===== config.mk =====
export PLATFORM = sky130hd
export DESIGN_NAME = fp16_em_adder
export DESIGN_NICKNAME = d
export VERILOG_FILES = /design/src/rtl/fp16_em_adder.sv
export SDC_FILE = /design/constraint.sdc
export NUM_CORES = 1
export LEC_CHECK = 0
export CORE_AREA = 2 2 112 114
export DETAILED_ROUTE_END_ITERATION = 10
export DIE_AREA = 0 0 114 116
export PLACE_DENSITY = 0.81
export SLEW_MARGIN = 20
export SYNTH_ARGS = -nofsm -noshare
export SYNTH_HDL_FRONTEND = slang
export SYNTH_SLANG_ARGS = --single-unit
export TNS_END_PERCENT = 30

===== constraint.sdc =====
create_clock -name clk -period 14.56 [get_ports clk]
set_clock_uncertainty 0.2 [all_clocks]
set_input_delay 3.64 -clock clk [delete_from_list [all_inputs] [get_ports clk]]
set_output_delay 3.64 -clock clk [all_outputs]
set_load 0.01 [all_outputs]

===== src/rtl/fp16_em_adder.sv =====
// Four-register pipelined adder for unsigned 5-bit-exponent / 11-bit-mantissa floats.
// Stages: align -> add -> normalize -> round/saturate into the output registers.
module fp16_em_adder (
    input  logic        clk,
    input  logic        rst,
    input  logic        in_valid,
    input  logic [15:0] a,
    input  logic [15:0] b,
    output logic        out_valid,
    output logic [15:0] sum,
    output logic        overflow
);

    // Stage 1: swap, align, zero bypass
    logic [4:0]  ea, eb, big_e, small_e, diff;
    logic [10:0] big_m, small_m;
    logic [25:0] wide;
    logic [11:0] al_sig;
    logic        al_g, al_r, al_s, a_zero, b_zero;
    logic [15:0] byp_val;

    always_comb begin
        ea      = a[15:11];
        eb      = b[15:11];
        a_zero  = (ea == '0);
        b_zero  = (eb == '0);
        big_e   = ea;
        big_m   = a[10:0];
        small_e = eb;
        small_m = b[10:0];
        if (eb > ea) begin
            big_e   = eb;
            big_m   = b[10:0];
            small_e = ea;
            small_m = a[10:0];
        end
        diff = big_e - small_e;
        wide = {1'b1, small_m, 14'b0} >> diff;
        if (diff >= 5'd14) begin
            al_sig = '0;
            al_g   = 1'b0;
            al_r   = 1'b0;
            al_s   = 1'b1;
        end else begin
            al_sig = wide[25:14];
            al_g   = wide[13];
            al_r   = wide[12];
            al_s   = |wide[11:0];
        end
        byp_val = a_zero ? (b_zero ? 16'h0000 : b) : a;
    end

    logic        v1, v2, v3;
    logic [4:0]  e1, e2;
    logic [11:0] big1, sm1;
    logic        g1, r1, s1, g2, r2, s2;
    logic        byp1, byp2, byp3;
    logic [15:0] bv1, bv2, bv3;
    logic [12:0] sum2;
    logic [5:0]  e3;
    logic [11:0] sig3;
    logic        g3, rs3;

    always_ff @(posedge clk) begin
        if (rst) begin
            v1 <= 1'b0;
            v2 <= 1'b0;
            v3 <= 1'b0;
        end else begin
            v1 <= in_valid;
            v2 <= v1;
            v3 <= v2;
        end
    end

    always_ff @(posedge clk) begin
        e1   <= big_e;
        big1 <= {1'b1, big_m};
        sm1  <= al_sig;
        g1   <= al_g;
        r1   <= al_r;
        s1   <= al_s;
        byp1 <= a_zero | b_zero;
        bv1  <= byp_val;

        // Stage 2: add
        e2   <= e1;
        sum2 <= {1'b0, big1} + {1'b0, sm1};
        g2   <= g1;
        r2   <= r1;
        s2   <= s1;
        byp2 <= byp1;
        bv2  <= bv1;

        // Stage 3: a carry-out shifts right once, the dropped bit becomes the new guard
        byp3 <= byp2;
        bv3  <= bv2;
        if (sum2[12]) begin
            e3   <= {1'b0, e2} + 6'd1;
            sig3 <= sum2[12:1];
            g3   <= sum2[0];
            rs3  <= g2 | r2 | s2;
        end else begin
            e3   <= {1'b0, e2};
            sig3 <= sum2[11:0];
            g3   <= g2;
            rs3  <= r2 | s2;
        end
    end

    // Stage 4: round to nearest even, saturate
    logic        round_up, ovf;
    logic [12:0] rnd;
    logic [5:0]  e_fin;
    logic [10:0] man_fin;

    always_comb begin
        round_up = g3 & (rs3 | sig3[0]);
        rnd      = {1'b0, sig3} + {12'b0, round_up};
        if (rnd[12]) begin
            e_fin   = e3 + 6'd1;
            man_fin = '0;
        end else begin
            e_fin   = e3;
            man_fin = rnd[10:0];
        end
        ovf = (e_fin > 6'd31);
    end

    always_ff @(posedge clk) begin
        if (rst) begin
            out_valid <= 1'b0;
            sum       <= '0;
            overflow  <= 1'b0;
        end else begin
            out_valid <= v3;
            if (v3) begin
                if (byp3) begin
                    sum      <= bv3;
                    overflow <= 1'b0;
                end else begin
                    sum      <= ovf ? 16'hFFFF : {e_fin[4:0], man_fin};
                    overflow <= ovf;
                end
            end
        end
    end

endmodule


; Word-level counts from Yosys, hierarchy flattened
; Index checks and enable logic that the tools add are counted.
[totals]
reg_bits = 144
inputBits = 35
output_inout_bits = 18
elab_cells = 62
[classes]
add_sub_neg = 5
magnitude_cmp = 3
shift = 1
mux = 15
n_bitwise = 6
reduce_logical = 3
[op_table]
columns = operator, count
row1 = $mux W16, 4
row2 = $mux W11, 4
row3 = $shr A26 B5 Y26, 1
row4 = $mux W5, 3
row5 = $add A12 B1 Y13, 1
row6 = $add A12 B12 Y13, 1
row7 = $reduce_or A12 Y1, 1
row8 = $logic_not A5 Y1, 2
row9 = $add A5 B1 Y6 const B, 1
row10 = $add A6 B1 Y6 const B, 1
row11 = $gt A6 B5 Y1 const B, 1
row12 = $mux W6, 1
row13 = $ge A5 B4 Y1 const B, 1
row14 = $gt A5 B5 Y1, 1
row15 = $or A1 B1 Y1, 5
row16 = $sub A5 B5 Y5, 1
row17 = $mux W1, 3
row18 = $and A1 B1 Y1, 1

; Depth between registers and ports, before layout
; Gate-level depths: netlist of the first run.
[logic_depth]
depth_word = 7
depth_mapped = 19
mapped_depth_nobuf = 15

; Least setup slack after synthesis of the first run
; Ideal clock, no wire load.
[synth_path]
kind = input to register
startpoint = input a[13]
endpoint = register s1
setup_ns = 0.124
t_arrival_ns = 7.214
required_ns = 14.236
path_slack_ns = 7.021
cell_stages = 19
n_path_buf = 4
path_cell_list = inv_1 > ha_1 > buf_6 > o21a_1 > o31a_4 > o21ai_4 > buf_6 > clkbuf_1 > a21oi_1 > ha_1 > clkbuf_8 > and2_2 > nand2_1 > mux2i_1 > nor4_4 > nand3_2 > a21oi_1 > a41oi_1 > a2111o_1
[synth_between]
elab_chain_len = 5
elab_cells_between_ends = 8
classes_between = 1 x add/sub / 2 x order compare / 1 x shift / 3 x mux / 1 x reduce/logical
[synth_rtl]
columns = element, line
row1 = from (decl), 7  ; input logic [15:0] a,
row2 = $gt A5 B5 Y1, 31  ; if (eb > ea) begin
row3 = $mux W5, 31
row4 = $sub A5 B5 Y5, 37  ; diff = big_e - small_e;
row5 = $shr A26 B5 Y26, 38  ; wide = {1'b1, small_m, 14'b0} >> diff;
row6 = $reduce_or A12 Y1, 48  ; al_s = |wide[11:0];
row7 = to (signal assigned), 82  ; s1 <= al_s;
row8 = to (decl), 56  ; logic g1, r1, s1, g2, r2, s2;
; Several ways; a longest one is shown, not always the timed one.
; A chain may end at the register's enable or synchronous reset.

; Final worst setup path of the first run
; Same ends and word-level chain as after synthesis.

==> impl_metrics.toml, run 1 <==
[clock_tree]
cts_buffers = 17
clockRootBuffer = "clkbuf_16"
cts_resized = 0
hold_buffers = 0
worstSkewPairLatency_ps = 410
post_cts_buffers = 0
cts_tree = "built"
cts.sinks = 144
cts.reportedPaths.clkPinSlew_ps = 60
cts.path.max_buffers = 2
ctsHtreeMaxLevel = 4

[global_routing]
gr-total-overflow = 0
track_usage = 0.2365
antenna_found_initial = 0
grt_pass1_wl_um = 23890
grt_max_degree = 32
grt_pass1_vias = 4635

[critical_path]
end_kind = "flop"
cp-start-kind = "input port"
cp.arrival_ps = 8440
worstPathRequired_ps = 14650
cp_max_fo = 27
worst-setup-path-type = "input port to flop"

[final_layout]
area_delta_synth_final_pct = 18.96
drive_gt1_frac = 0.1114
finalNetCount = 736
final_area_um2 = 7458
final_cells = 838
diodes = 0

[synthesis]
synthFlopType = "dfxtp_1"
yosysSeqAreaShare = 0.4598
yosysUniqueCellTypes = 76
yosysTopAreaCellShare = 0.4598
ys_top_cells_by_area = "dfxtp_1, nand2_1, ha_1, mux2i_1, mux2_2"
syn_inst = 636
syn-mean-instance-area_um2 = 9.858
async_reset_ff_frac = 0
ys_ff_latch = 144
yosysWarnings = 0
yosysTopAreaCell = "dfxtp_1"
synth_edf_count = 0
synth_nets = 694
netlist_area_um2 = 6270

[floorplanning]
core_um2 = 11910
placementRows = 40
start_util = 0.5264
dieArea_um2 = 13220
num_io_pins = 53
die_x_um = 114
die_h_um = 116

[timing]
setup_tns_ps = 0
slew_violations = 0
setup_viol_count_final = 0
tightest_slew_ps = 916.7
period_needed_ps = 8351
period_share = 0.5736
max_slew_margin = 0.3880
rsz0062_at_grt = "no"
max_freq_ghz = 0.1197
final_hold_viol_count = 0
fin_ws_ps = 6209

[route]
wirelength_um = 15040
drt_iter0_markers = 396
drt-pass1-iter-count = 5
wl_per_cell_um = 17.94
ant_nets = 0
vias = 4748
drc_errors = 0
via_per_inst = 5.666

[status]
outcome = "finished, final reports clean"

[placement]
placed_area_um2 = 6789
place.gp.congestion = 0.9138
post-place-ws_ps = 5848
port_buffers = 52
dpl.cell_count = 806
dp_hpwl_um = 10840

[pwr]
irDropWorstVdd_v = 0.00009644
leakagePower_uw = 0.003024
power.density_nw_per_um2 = 173.4
total_power_uw = 1293

[run]
max_cap_violations = 0

[hold_path]
hold_class = "flop to flop"
cells in the mapped netlist (11+ instances only):
cell,count
nand2_1,86
nand2b_1,12
o21ai_0,16
xnor2_1,18
nand3_1,14
clkbuf_1,16
a22o_1,11
mux2i_1,20
mux2_2,16
a21oi_1,31
ha_1,22
inv_1,24
dfxtp_1,144
nor2_1,42
cells by family after synthesis:
family	Yosys count	share of synthesized area
fa+ha+maj	23	0.04710
mux	42	0.08102
buf+inv	56	0.04630
flops	144	0.4598
xor+xnor	28	0.04450
compound gates	134	0.1614
simple gates	209	0.1598
layout by cell type (no fill, tap or decap), types with 7 or more instances in the layout:
cell type / synthesis / routed
dfxtp_1: 144 / 144
nand2_1: 86 / 86
clkdlybuf4s50_1: 0 / 52
nor2_1: 42 / 42
a21oi_1: 31 / 31
inv_1: 24 / 24
ha_1: 22 / 22
mux2i_1: 20 / 20
xnor2_1: 18 / 17
clkbuf_16: 0 / 17
o21ai_0: 16 / 16
mux2_2: 16 / 16
nand3_1: 14 / 14
nand2b_1: 12 / 12
a22o_1: 11 / 11
o211ai_1: 10 / 10
nor3_1: 9 / 9
nor2b_1: 7 / 7
or3_1: 7 / 7
xor2_1: 7 / 7
o221ai_1: 7 / 7
state kept, by name, indices dropped and copies added (netlist names), 5 cells and up:
name / cells
bv1: 16
sig3: 12
e3: 6
e2: 5
sum: 16
e1: 5
sm1: 12
bv3: 16
sum2: 13
big1: 11
bv2: 16
layout make-up:
class	count	area (um2)
clock buffer	20	456.7
clock inverter	12	205.2
fill	950	4453
inverter	26	97.59
multi-input combinational	436	3104
sequential	144	2883
tap	147	183.9
timing repair buffer	53	528.0
routing by layer:
layer  track usage  vias to the layer above  routed length [um]
li1              -                     2329                   -
met1        0.2816                     2235                6536
met2        0.4210                      156                7520
met3       0.04550                       28                 578
met4       0.09593                        0                 402
met5             0                        -                   0
worst max-delay path, stage by stage:
cell and delay, ps:
clkdlybuf4s50_1 480, inv_1 110, ha_1 500, o21a_1 280
o31a_4 150, o21ai_4 700, a21oi_1 190, ha_1 830
nor3b_1 110, mux2_4 310, nor4_4 360, nand3_2 100
a21oi_1 160, a41oi_1 130, a2111o_1 370
report_power, final:
group	internal [uW]	switching, uW
sequential	468	44.0
clock	314	160
combinational	140	166
total	923	370
metrics by stage:
step	util	hold slack (ps)
finish	0.6262	122.5
global route	0.6262	120.8
CTS	0.6255	120.6
detailed placement	0.5700	112.1
global placement	0.5700	112.0
floorplan	-	109.6
path summary, 6_finish.rpt:
kind         cells after the start  slack [ps]             endpoint       startpoint
max                             15        6210        s1$_SDFF_PP1_            a[13]
min                              0         120       bv2[6]$_DFF_P_   bv1[6]$_DFF_P_
max reg2reg                     12       11020  sum[7]$_SDFFE_PP0P_  sig3[0]$_DFF_P_
min reg2reg                      0         120       bv2[6]$_DFF_P_   bv1[6]$_DFF_P_
Note: power is estimated with default switching activity, not from simulation.
==> run 2: changes to the inputs <==
- clock period: 14.56 -> 8.3 ns (I/O delays scaled with it)
==> run 2 against run 1 <==
Net effect: total power is 72% higher; largest power group unchanged; via count barely moved; flip-flop and latch count unchanged; highest routed layer unchanged; largest cell class unchanged; critical path depth down 2; sequential share of layout area up 0.19 points.
==> impl_metrics.toml, run 2 (synthesized netlist as in run 1, its figures left out) <==
[global_routing]
track_usage = 0.2254
antenna_found_initial = 0
met2_usage = 0.4012
gr-max-usage-layer = "met2"
grt_max_degree = 32
gr-usage-met3 = 0.05282
met1_usage = 0.2633
gr-total-overflow = 0
grt_pass1_vias = 4560
grt_pass1_wl_um = 22940

[timing]
max_freq_ghz = 0.1468
fin_ws_ps = 1486
max_slew_margin = 0.3688
period_share = 0.8209
tightest_slew_ps = 945.5
final_hold_viol_count = 0
rsz0062_at_grt = "no"
setup_viol_count_final = 0
slew_violations = 0
setup_tns_ps = 0
period_needed_ps = 6814

[clock_tree]
cts.path.max_buffers = 2
clockRootBuffer = "clkbuf_16"
ctsHtreeMaxLevel = 4
cts_tree = "built"
hold_buffers = 0
cts.sinks = 144
cts.reportedPaths.clkPinSlew_ps = 60
cts_resized = 0
post_cts_buffers = 0
cts_buffers = 17
worstSkewPairLatency_ps = 410

[critical_path]
worstPathRequired_ps = 8400
end_kind = "flop"
cp.arrival_ps = 6910
cp_slowest_cell = "ha_1"
cpMostUsedCell = "ha_1"
worst-setup-path-type = "input port to flop"
cp_max_fo = 27
slowest_delay_ps = 830
path_cells = "clkdlybuf4s50_1, inv_1, ha_1, o21a_1, o31a_4, o21ai_4, a21oi_1, ha_1, mux4_2, a221oi_1, o21ba_1, a41oi_1, a2111o_1"
cp-start-kind = "input port"

[final_layout]
seq_area_um2 = 2883
finalNetCount = 736
drive_gt1_frac = 0.1101
most-common-layout-cells = "dfxtp_1, nand2_1, clkdlybuf4s50_1"
multiInputGateArea_um2 = 3104
area_delta_synth_final_pct = 18.38
final_common_cell = "dfxtp_1"
final_area_um2 = 7422
num-fill-cells = 937
final_cells = 837
diodes = 0

[route]
wirelength_um = 14490
drc_errors = 0
drt-pass1-iter-count = 5
drt_iter0_markers = 338
wl_per_cell_um = 17.31
via_per_inst = 5.671
vias = 4747
ant_nets = 0

[run]
max_cap_violations = 0

[placement]
post-place-ws_ps = 1164
dp_hpwl_um = 10440
port_buffers = 52
placed_area_um2 = 6789
place.gp.congestion = 0.9354
dpl.cell_count = 806

[floorplanning]
placementRows = 40
start_util = 0.5264
die_x_um = 114
die_h_um = 116
core_um2 = 11910
dieArea_um2 = 13220
num_io_pins = 53

[pwr]
leakagePower_uw = 0.003003
power.density_nw_per_um2 = 300.0
irDropWorstVdd_v = 0.0001588
total_power_uw = 2227

[hold_path]
hold_class = "flop to flop"

[status]
outcome = "finished, final reports clean"
[run 2: final timing paths]
kind                            slack [ps]                   to           start  depth (start not counted)
worst max-delay path                  1490        s1$_SDFF_PP1_           a[13]                         13
worst min-delay path                   120       bv3[5]$_DFF_P_  bv2[5]$_DFF_P_                          0
worst max register to register        4810  sum[1]$_SDFFE_PP0P_     rs3$_DFF_P_                         12
worst min register to register         120       bv3[5]$_DFF_P_  bv2[5]$_DFF_P_                          0
[run 2: layer usage]
metal / vias to the layer above / routed length [um]
li1: 2334 / -
met1: 2223 / 6090
met2: 167 / 7287
met3: 23 / 774
met4: 0 / 333
met5: - / 0
[run 2: power breakdown]
group	leakage [uW]	internal, uW	switching, uW
sequential	0.00120	822	78.5
combinational	0.00151	246	290
clock	0.000296	511	280
total	0.00300	1580	648
[run 2: layout make-up]
class,count,share of cell area
timing repair buffer,53,0.07114
clock buffer,19,0.05968
tap,147,0.02478
inverter,26,0.01315
clock inverter,12,0.02461
sequential,144,0.3884
multi-input combinational,436,0.4182
[run 2: worst max-delay path: cells and delay by family]
family	cells	cell delay, ps
adders and majority gates	2	1330
AOI/OAI and AO/OA	8	2450
buffers and inverters	2	620
muxes	1	420
[run 2: stage by stage]
stage	utilization	hold WS [ps]
3_5_place_dp	0.5700	112.1
4_1_cts	0.6225	121.1
2_1_floorplan	-	109.6
3_3_place_gp	0.5700	110.5
6_report	0.6231	120.1
5_1_grt	0.6231	129.9
